**src/rtl/hazard_scoreboard_unit_pkg.sv**
```systemverilog
// Shared definitions for the hazard scoreboard: shadow-entry layout and stall causes.
package hazard_scoreboard_unit_pkg;

  // Shadow entry layout, LSB first: FlagWrite, MemRead, RegWrite, rd[REG_ID_W], valid.
  localparam int unsigned FlagBit = 0;
  localparam int unsigned MrdBit  = 1;
  localparam int unsigned RwBit   = 2;
  localparam int unsigned RdLsb   = 3;

  // Full entry width for a given register-ID width.
  function automatic int unsigned entry_w(int unsigned reg_id_w);
    return reg_id_w + 4;
  endfunction

  // Position of the valid bit (MSB of the entry).
  function automatic int unsigned valid_bit(int unsigned reg_id_w);
    return reg_id_w + 3;
  endfunction

  // Which performance counter a stalled cycle is charged to.
  typedef enum logic [1:0] {
    CauseNone,
    CauseMem,
    CauseLuse,
    CauseBr
  } stall_cause_e;

endpackage

```
**src/rtl/hazard_scoreboard_unit_shadow_pipe.sv**
```systemverilog
// Shadow pipeline of in-flight writer descriptors (index 0 = EX, last = final MEM stage).
// Shifts one slot per cycle, inserts a NOP when the ID instruction is flushed, and
// freezes completely while the data cache is busy.
module hazard_scoreboard_unit_shadow_pipe
  import hazard_scoreboard_unit_pkg::*;
#(
  parameter int unsigned REG_ID_W = 4,
  parameter int unsigned DEPTH    = 2
) (
  input  logic                                   clk,
  input  logic                                   rst,
  input  logic                                   hold,
  input  logic                                   bubble,
  input  logic [entry_w(REG_ID_W)-1:0]           entry_in,
  output logic [DEPTH*entry_w(REG_ID_W)-1:0]     stages
);

  localparam int unsigned EW = entry_w(REG_ID_W);

  // An all-zero entry has valid=0, so it can never match.
  localparam logic [EW-1:0] NopEntry = '0;

  logic [EW-1:0] stage_q [DEPTH];

  // Descriptor shift register: hold on cache miss, otherwise advance with bubble insert.
  always_ff @(posedge clk or posedge rst) begin
    if (rst) begin
      for (int i = 0; i < DEPTH; i++) begin
        stage_q[i] <= NopEntry;
      end
    end else if (!hold) begin
      stage_q[0] <= bubble ? NopEntry : entry_in;
      for (int i = 1; i < DEPTH; i++) begin
        stage_q[i] <= stage_q[i-1];
      end
    end
  end

  for (genvar i = 0; i < DEPTH; i++) begin : g_flat
    assign stages[i*EW +: EW] = stage_q[i];
  end

endmodule

```
**src/rtl/hazard_scoreboard_unit.sv**
```systemverilog
// Hazard unit beside the ID stage for a pipeline with a multi-stage data memory.
// Tracks in-flight writers in a shadow pipeline and produces load-to-use, branch-operand,
// flag and cache-busy stall/flush controls, plus saturating per-cause stall counters.
module hazard_scoreboard_unit
  import hazard_scoreboard_unit_pkg::*;
#(
  parameter int unsigned REG_ID_W   = 4,
  parameter int unsigned MEM_STAGES = 1,
  parameter bit          MEM_FWD_EN = 1'b1,
  parameter int unsigned CNT_W      = 16
) (
  input  logic                clk,
  input  logic                rst,
  input  logic [REG_ID_W-1:0] SrcReg1,
  input  logic [REG_ID_W-1:0] SrcReg2,
  input  logic [REG_ID_W-1:0] ID_rd,
  input  logic                ID_RegWrite,
  input  logic                ID_MemRead,
  input  logic                ID_FlagWrite,
  input  logic                MemWrite,
  input  logic                Branch,
  input  logic                BR,
  input  logic                update_PC,
  input  logic                ICACHE_busy,
  input  logic                DCACHE_busy,
  output logic                PC_stall,
  output logic                IF_ID_stall,
  output logic                IF_flush,
  output logic                ID_flush,
  output logic                BE_stall,
  output logic [CNT_W-1:0]    luse_stalls,
  output logic [CNT_W-1:0]    br_stalls,
  output logic [CNT_W-1:0]    mem_stalls
);

  localparam int unsigned D  = MEM_STAGES + 1;
  localparam int unsigned EW = entry_w(REG_ID_W);
  localparam int unsigned VB = valid_bit(REG_ID_W);
  // MEM->MEM forwarding of store data only works when the load's data is ready one stage later.
  localparam bit FwdOk = MEM_FWD_EN && (MEM_STAGES == 1);

  logic [EW-1:0]   entry_in;
  logic [D*EW-1:0] stages;
  logic [D-1:0]    match1;
  logic [D-1:0]    match2;
  logic [D-1:0]    luse_vec;
  logic            luse;
  logic            b_haz;
  logic            br_haz;
  logic            dhaz;
  stall_cause_e    cause;

  // Not every field of every stage feeds a hazard check (e.g. FlagWrite past EX).
  logic unused_stage_bits;
  assign unused_stage_bits = ^stages;

  assign entry_in = {1'b1, ID_rd, ID_RegWrite, ID_MemRead, ID_FlagWrite};

  hazard_scoreboard_unit_shadow_pipe #(
    .REG_ID_W (REG_ID_W),
    .DEPTH    (D)
  ) u_shadow (
    .clk      (clk),
    .rst      (rst),
    .hold     (DCACHE_busy),
    .bubble   (ID_flush),
    .entry_in (entry_in),
    .stages   (stages)
  );

  // Per-stage register match and load-to-use detection.
  for (genvar s = 0; s < D; s++) begin : g_stage
    logic [EW-1:0]       ent;
    logic [REG_ID_W-1:0] rd;
    logic                live;

    assign ent  = stages[s*EW +: EW];
    assign rd   = ent[RdLsb +: REG_ID_W];
    // R0 is hard-wired, so a write to it never creates a dependency.
    assign live = ent[VB] & ent[RwBit] & (rd != '0);

    assign match1[s] = live & (rd == SrcReg1);
    assign match2[s] = live & (rd == SrcReg2);

    // Only loads still inside the data memory can starve a consumer.
    if (s < MEM_STAGES) begin : g_load
      logic exempt;
      if (FwdOk && (s == 0)) begin : g_fwd
        // Store data (Rt) can be forwarded MEM->MEM from the load one stage ahead.
        assign exempt = MemWrite;
      end else begin : g_nofwd
        assign exempt = 1'b0;
      end
      assign luse_vec[s] = ent[MrdBit] & (match1[s] | (match2[s] & ~exempt));
    end else begin : g_noload
      assign luse_vec[s] = 1'b0;
    end
  end

  assign luse = |luse_vec;
  // Flags are produced at the end of EX, so only the EX slot can hold an unresolved flag write.
  assign b_haz = Branch & stages[VB] & stages[FlagBit];
  // BR reads its target register in ID; WB writes through the register file so it is not checked.
  assign br_haz = Branch & BR & (b_haz | (|match1));
  assign dhaz = luse | b_haz | br_haz;

  // Priority mux: data cache miss, then data hazard, then front-end redirect / icache miss.
  always_comb begin
    PC_stall    = 1'b0;
    IF_ID_stall = 1'b0;
    IF_flush    = 1'b0;
    ID_flush    = 1'b0;
    BE_stall    = 1'b0;
    if (DCACHE_busy) begin
      PC_stall    = 1'b1;
      IF_ID_stall = 1'b1;
      BE_stall    = 1'b1;
    end else if (dhaz) begin
      PC_stall    = 1'b1;
      IF_ID_stall = 1'b1;
      ID_flush    = 1'b1;
    end else begin
      // A redirect wins over an icache miss: the PC loads the target and the cache aborts.
      IF_flush = update_PC | ICACHE_busy;
      PC_stall = ICACHE_busy & ~update_PC;
    end
  end

  // Charge each stalled cycle to exactly one cause, in priority order.
  always_comb begin
    cause = CauseNone;
    if (DCACHE_busy) begin
      cause = CauseMem;
    end else if (luse) begin
      cause = CauseLuse;
    end else if (b_haz | br_haz) begin
      cause = CauseBr;
    end
  end

  // Saturating stall counters.
  always_ff @(posedge clk or posedge rst) begin
    if (rst) begin
      luse_stalls <= '0;
      br_stalls   <= '0;
      mem_stalls  <= '0;
    end else begin
      case (cause)
        CauseMem: begin
          if (mem_stalls != '1) mem_stalls <= mem_stalls + CNT_W'(1);
        end
        CauseLuse: begin
          if (luse_stalls != '1) luse_stalls <= luse_stalls + CNT_W'(1);
        end
        CauseBr: begin
          if (br_stalls != '1) br_stalls <= br_stalls + CNT_W'(1);
        end
        default: ;
      endcase
    end
  end

endmodule
```
**config.mk**
```make
export PLATFORM = sky130hd
export DESIGN_NAME = hazard_scoreboard_unit
export DESIGN_NICKNAME = d
export VERILOG_FILES = /design/src/rtl/hazard_scoreboard_unit_pkg.sv /design/src/rtl/hazard_scoreboard_unit_shadow_pipe.sv /design/src/rtl/hazard_scoreboard_unit.sv
export SDC_FILE = /design/constraint.sdc
export NUM_CORES = 1
export LEC_CHECK = 0
export ABC_CLOCK_PERIOD_IN_PS = 3500
export CAP_MARGIN = 20
export CORE_UTILIZATION = 49
export CTS_BUF_LIST = sky130_fd_sc_hd__clkbuf_16
export CTS_CLUSTER_SIZE = 14
export DETAILED_ROUTE_END_ITERATION = 10
export PLACE_DENSITY = 0.78
export SYNTH_ARGS = -nofsm -noshare
export SYNTH_HDL_FRONTEND = slang
export SYNTH_SLANG_ARGS = --single-unit
export TNS_END_PERCENT = 1
```
**constraint.sdc**
```tcl
create_clock -name clk -period 3.5 [get_ports clk]
set_input_delay 0.7 -clock clk [delete_from_list [all_inputs] [get_ports clk]]
set_output_delay 0.7 -clock clk [all_outputs]
set_load 0.005 [all_outputs]
```
==> flow_metrics.tcl, run 1 <==
set metrics [dict create \
    min_period_over_period_pct 95.25 \
    hold_violations 0 \
    endpoint_kind "output pin" \
    synth-seq-cells 62 \
    multi_input_area_um2 1459 \
    wirelength_mm 6.626 \
    dieArea_um2 6540 \
    cp.depth 8 \
    internal_power_mw 1.511 \
    r2r-start "u_shadow.stages[3]" \
    period_needed_ns 3.334 \
    grt_pass1_vias 2374 \
    initial_core_util_pct 51.18 \
    drt-pass1-iter-count 4 \
    fp.dieW_um 80.87 \
    grt_pass1_wl_mm 11.15 \
    cts_max_path_buffers 2 \
    crit_path_end "PC_stall" \
    design.core.area_um2 5956 \
    yosys.area.top_type "dfrtp_1" \
    syn_area_per_cell_um2 11.29 \
    fmax_mhz 300.0 \
    ys_async_sr_fraction_pct 100.0 \
    power.switching_mw 0.5289 \
    r2r-end "br_stalls[8]" \
    worstMarginPinSlew_ns 0.7491 \
    power.density_nw_per_um2 487.2 \
    dr_total_vias 2347 \
    clk_latency_ns 0.31 \
    grt-ovfl-total 0 \
    synth_edf_count 0 \
    ys_types 38 \
    nets 382 \
    crit_buf_inv 3 \
    p_sw_share_pct 25.93 \
    setup_violations 0 \
    crit_path_start_kind "input port" \
    synthCells 270 \
    ff_latch_area_um2 1551 \
    via_per_inst 5.408 \
    ios 76 \
    reg2reg_setup_slack_ns 0.90 \
    path_cells "clkdlybuf4s50_1, xnor2_1, nand4_1, buf_4, o311ai_4, nor3_4, o21ai_0, clkdlybuf4s50_1" \
    cts.sinks 62 \
    drive_gt1_share_pct 10.58 \
    rsz0062_at_grt "no" \
    synth_top_area_share_pct 50.90 \
    holdCritPathClass "reg2reg" \
    grt_usage_pct 22.40 \
    drcViolationCount 0 \
    slew_headroom_pct 49.99 \
    wl_per_cell_um 15.27 \
    fin_ws_ns 0.1663 \
    rows 28 \
    final.fill_count 476 \
    final_antenna_net_count 0 \
    worstHoldStart "luse_stalls[15]" \
    fin_util_pct 70.29 \
    cts_tree "done" \
    synth_area_leaders "dfrtp_1 51%, xnor2_1 11%, xor2_1 5.2%" \
    criticalPathCategory "in2out" \
    pre_cts_ws_ns -0.01012 \
    fin_setup_tns_ns 0 \
    yosys_warnings 0 \
    syn-cell-area_um2 3048 \
    fin_cells 434 \
    comb_power_share_pct 19.3 \
    path_clk_slew_ns 0.05 \
    drt-initial-drc-count 53 \
    synth_nets 296 \
    synth_most_common_cell "dfrtp_1" \
    status "finished clean" \
    clockPowerShare_pct 35.6 \
    crit_start "SrcReg1[0]" \
    antenna_found_initial 0 \
    diodes 0 \
    yosysSeqAreaShare_pct 50.90 \
    cts_made_buffers 9 \
    maxSlewViolCount 0 \
    power_frac_seq_pct 45.1 \
    die_h_um 80.87 \
    area_delta_synth_final_pct 37.36 \
    vdd_drop_max_uv 355.9 \
    dpl.cell_count 418 \
    place_area_um2 3899 \
    synthFlopType "dfrtp_1" \
    routabilityCongestion 0.8434 \
    fin_area_um2 4187 \
    leakagePower_nw 1.829 \
    crit_fanout 4 \
    cpMostUsedCell "clkdlybuf4s50_1" \
    max-cap-violations 0 \
    critPathSlowestCell "clkdlybuf4s50_1" \
    finClkSkew_ns 0.007749 \
    dpl.hpwl_mm 4.824 \
    arrival_ns 2.63 \
    slowest_delay_ns 0.52 \
    fin_hold_ws_ns 0.4844 \
    grt_max_degree 38 \
    reg2reg_depth 8 \
    clock-root-buffer "clkbuf_16" \
    power_mw 2.040 \
    critPathTopFamily "buffers and inverters" \
    required_ns 2.80 \
    cts-htree-levels 3 \
    port_buffers 75 \
    synthTopCellsByCount "62 x dfrtp_1, 38 x xnor2_1, 21 x nand3_1" \
]
-- cell type report --
class                   count  area share (%)
flip-flops and latches     62           37.06
inverters                   5          0.4483
well taps                  75           2.241
clock inverters             5          0.4782
repair buffers             84           19.55
clock buffers               9           5.380
multi-input cells         194           34.85
-- sequential cells by signal, summed over array words and instances, names as in the netlist --
| name | flops |
|---|---|
| luse_stalls | 16 |
| u_shadow.stages | 14 |
| mem_stalls | 16 |
| br_stalls | 16 |
-- worst reg2reg max path: cells and delay by family (launching register included) --
family,cells,cell delay [ns]
buf+inv,2,0.41
compound gates,2,0.64
flops,1,0.43
xor+xnor,1,0.16
simple gates,3,0.84
-- worst min-delay path by stage --
stage	to	cells after the start
after floorplan	u_shadow.stages[0]	1
after global placement	luse_stalls[15]	1
after detailed placement	luse_stalls[15]	1
after CTS	luse_stalls[11]	1
after global routing	mem_stalls[14]	1
final	luse_stalls[15]	1
-- layout by cell type, fill, tap and decap left out, drive strengths merged, types with 16 or more instances in the layout --
master	Yosys	final
xor2	18	18
xnor2	38	38
nand4	20	20
nand2	16	16
nand3	22	22
dfrtp	62	62
clkdlybuf4s50	0	75
-- layer usage --
layer | share of wire [%] | vias up | global-route usage, %
met5 | 0 | - | 0
met1 | 47 | 1145 | 29.97
met4 | 0.74 | 0 | 6.071
met3 | 4.3 | 6 | 5.169
li1 | - | 1134 | -
met2 | 48 | 62 | 36.47
-- what timing repair did --
action,in CTS,in global routing
setup endpoints to repair,1,4
buffers inserted,0,2
pin swaps,0,2
resized for setup,2,3
hold buffers,0,0
-- power groups by stage --
stage | registers [mW] | clock network (mW) | logic, mW
floorplan | 0.913 | 0 | 0.179
global placement | 0.928 | 0 | 0.373
detailed placement | 0.933 | 0 | 0.389
CTS | 0.920 | 0.748 | 0.394
global route | 0.935 | 0.782 | 0.442
finish | 0.920 | 0.726 | 0.394
-- cell families (layout without fill, tap and decap cells) --
kind of cell | after synthesis | in the layout | synth area share, %
muxes | 9 | 9 | 3.325
DFF | 62 | 62 | 50.90
AOI/OAI and AO/OA | 17 | 17 | 5.666
adders and majority gates | 3 | 3 | 1.232
buffers and inverters | 14 | 103 | 2.135
and+or+nand+nor | 109 | 109 | 20.65
xor gates and xnor gates | 56 | 56 | 16.09
Note: power is estimated with default switching activity, not from simulation.
==> run 2, diff against run 1 <==
CORE_UTILIZATION = 30   (was 49)
PLACE_DENSITY = 0.51   (was 0.78)
SLEW_MARGIN = 20   (was unset)
==> flow_metrics.tcl, run 2 (synthesized netlist as in run 1, its figures left out) <==
set metrics [dict create \
    place_area_um2 3976 \
    final_antenna_net_count 0 \
    postCtsSetupBuffers 0 \
    power.switching_mw 0.5764 \
    layout_common_cells "75 x clkdlybuf4s50_1, 62 x dfrtp_1, 38 x xnor2_1" \
    die_h_um 102.8 \
    grt_pass1_vias 2289 \
    design.core.area_um2 9819 \
    min_to "luse_stalls[11]" \
    criticalPathCategory "in2out" \
    setup_violations 0 \
    reg2reg_setup_slack_ns 1.02 \
    clockPowerShare_pct 41.6 \
    status "finished clean" \
    cts-htree-levels 3 \
    final.fill_count 978 \
    endpoint_kind "output pin" \
    fin_area_um2 4305 \
    routabilityCongestion 0.7472 \
    required_ns 2.80 \
    area_delta_synth_final_pct 41.26 \
    grt_pass1_wl_mm 11.50 \
    drive_gt1_share_pct 10.89 \
    wl_per_cell_um 14.09 \
    drcViolationCount 0 \
    max-cap-violations 0 \
    via_per_inst 4.713 \
    hold_violations 0 \
    power.density_nw_per_um2 520.9 \
    crit_path_start_kind "input port" \
    comb_power_share_pct 17.1 \
    arrival_ns 2.69 \
    final_common_cell "clkdlybuf4s50_1" \
    initial_core_util_pct 31.04 \
    critPathTopFamily "buffers and inverters" \
    leakagePower_nw 1.841 \
    slew_headroom_pct 46.21 \
    drt-initial-drc-count 45 \
    maxSlewViolCount 0 \
    cts_max_path_buffers 2 \
    critPathSlowestCell "clkdlybuf4s50_1" \
    crit_buf_inv 2 \
    clock-root-buffer "clkbuf_16" \
    slowest_delay_ns 0.53 \
    nets 379 \
    grt_usage_pct 14.44 \
    clk_latency_ns 0.32 \
    r2r-start "u_shadow.stages[3]" \
    ios 76 \
    path_clk_slew_ns 0.05 \
    reg_top3 "br_stalls (16), luse_stalls (16), mem_stalls (16)" \
    internal_power_mw 1.666 \
    rsz0062_at_grt "yes" \
    cts_tree "done" \
    drt-pass1-iter-count 4 \
    cts_made_buffers 9 \
    crit_fanout 3 \
    pre_cts_ws_ns -0.02231 \
    grt_max_degree 36 \
    cts.sinks 62 \
    r2r-end "br_stalls[5]" \
    power_mw 2.243 \
    vdd_drop_max_uv 285.1 \
    fin_util_pct 43.85 \
    grt-ovfl-total 0 \
    rows 36 \
    dieArea_um2 10570 \
    fin_ws_ns 0.1085 \
    diodes 0 \
    power_frac_seq_pct 41.3 \
    port_buffers 75 \
    worstMarginPinSlew_ns 0.7996 \
    dpl.hpwl_mm 4.995 \
    reg2reg_depth 8 \
    min_period_over_period_pct 96.90 \
    path_cells "clkdlybuf4s50_1, xnor2_1, nand4_1, o311ai_4, nor2_1, nor2_1, clkdlybuf4s50_1" \
    p_sw_share_pct 25.70 \
    wirelength_mm 6.917 \
    fmax_mhz 294.9 \
    dr_total_vias 2314 \
    ff_latch_area_um2 1551 \
    finClkSkew_ns 0.006518 \
    fp.dieW_um 102.8 \
    holdCritPathClass "reg2reg" \
    period_needed_ns 3.391 \
    worstHoldStart "luse_stalls[11]" \
    hold_depth 1 \
    antenna_found_initial 0 \
    multi_input_area_um2 1446 \
]
==> run 2: cell count changes in the layout (fill, tap and decap cells not counted), sizes merged <==
| cell | previous run | this run |
|---|---|---|
| buf | 9 | 6 |
| bufinv | 0 | 2 |
| clkinvlp | 0 | 2 |
| clkinv | 4 | 3 |
| inv | 6 | 5 |
==> run 2: worst register-to-register path, cell delays in order (launching register included) <==
cell      delay [ns]
dfrtp_1         0.44
or4_4           0.58
nand3_2         0.11
o22ai_4         0.10
buf_4           0.17
a311oi_4        0.44
buf_4           0.24
nand4_1         0.13
xnor2_1         0.14
==> run 2: layer usage <==
layer	share of wire (%)	vias up	track usage, %
li1	-	1134	-
met1	49	1115	20.21
met2	45	57	21.79
met3	4.9	8	3.797
met4	1.1	0	4.550
met5	0	-	0
==> run 2: layout make-up <==
type | count | area share, %
tap | 133 | 3.865
sequential | 62 | 36.04
clock inverter | 7 | 2.063
multi-input combinational | 194 | 33.59
clock buffer | 9 | 5.231
inverter | 5 | 0.4359
timing repair buffer | 81 | 18.77
==> run 2: how the worst max path moves through the flow <==
stage	end	from	cells after the start	slack, ns
6_report	ID_flush	SrcReg1[3]	7	0.11
5_1_grt	ID_flush	SrcReg1[2]	7	-0.008
4_1_cts	ID_flush	SrcReg1[3]	7	0.01
3_5_place_dp	IF_flush	SrcReg1[3]	7	-0.02
3_3_place_gp	PC_stall	SrcReg1[0]	7	0.07
2_1_floorplan	ID_flush	SrcReg1[0]	6	0.85
==> run 2: per-stage QoR <==
| stage | std cells | hold slack [ns] | TNS [ns] |
|---|---|---|---|
| 2_1_floorplan | 270 | 0.4738 | 0 |
| 3_3_place_gp | 475 | 0.4787 | 0 |
| 3_5_place_dp | 475 | 0.4840 | -0.02231 |
| 4_1_cts | 491 | 0.4975 | 0 |
| 5_1_grt | 491 | 0.5162 | -0.008387 |
| 6_report | 491 | 0.4899 | 0 |
==> run 2: power by group through the flow <==
stage | registers [mW] | logic [mW] | clock network [mW]
6_report | 0.926 | 0.384 | 0.932
3_3_place_gp | 0.939 | 0.380 | 0
5_1_grt | 0.943 | 0.430 | 0.991
2_1_floorplan | 0.913 | 0.179 | 0
3_5_place_dp | 0.938 | 0.387 | 0
4_1_cts | 0.927 | 0.389 | 0.960
==> run 2: what timing repair did <==
item,CTS,global route
cloned,0,0
hold buffers,0,0
resized for setup,1,2
pin swaps,0,1
setup endpoints to repair,1,4
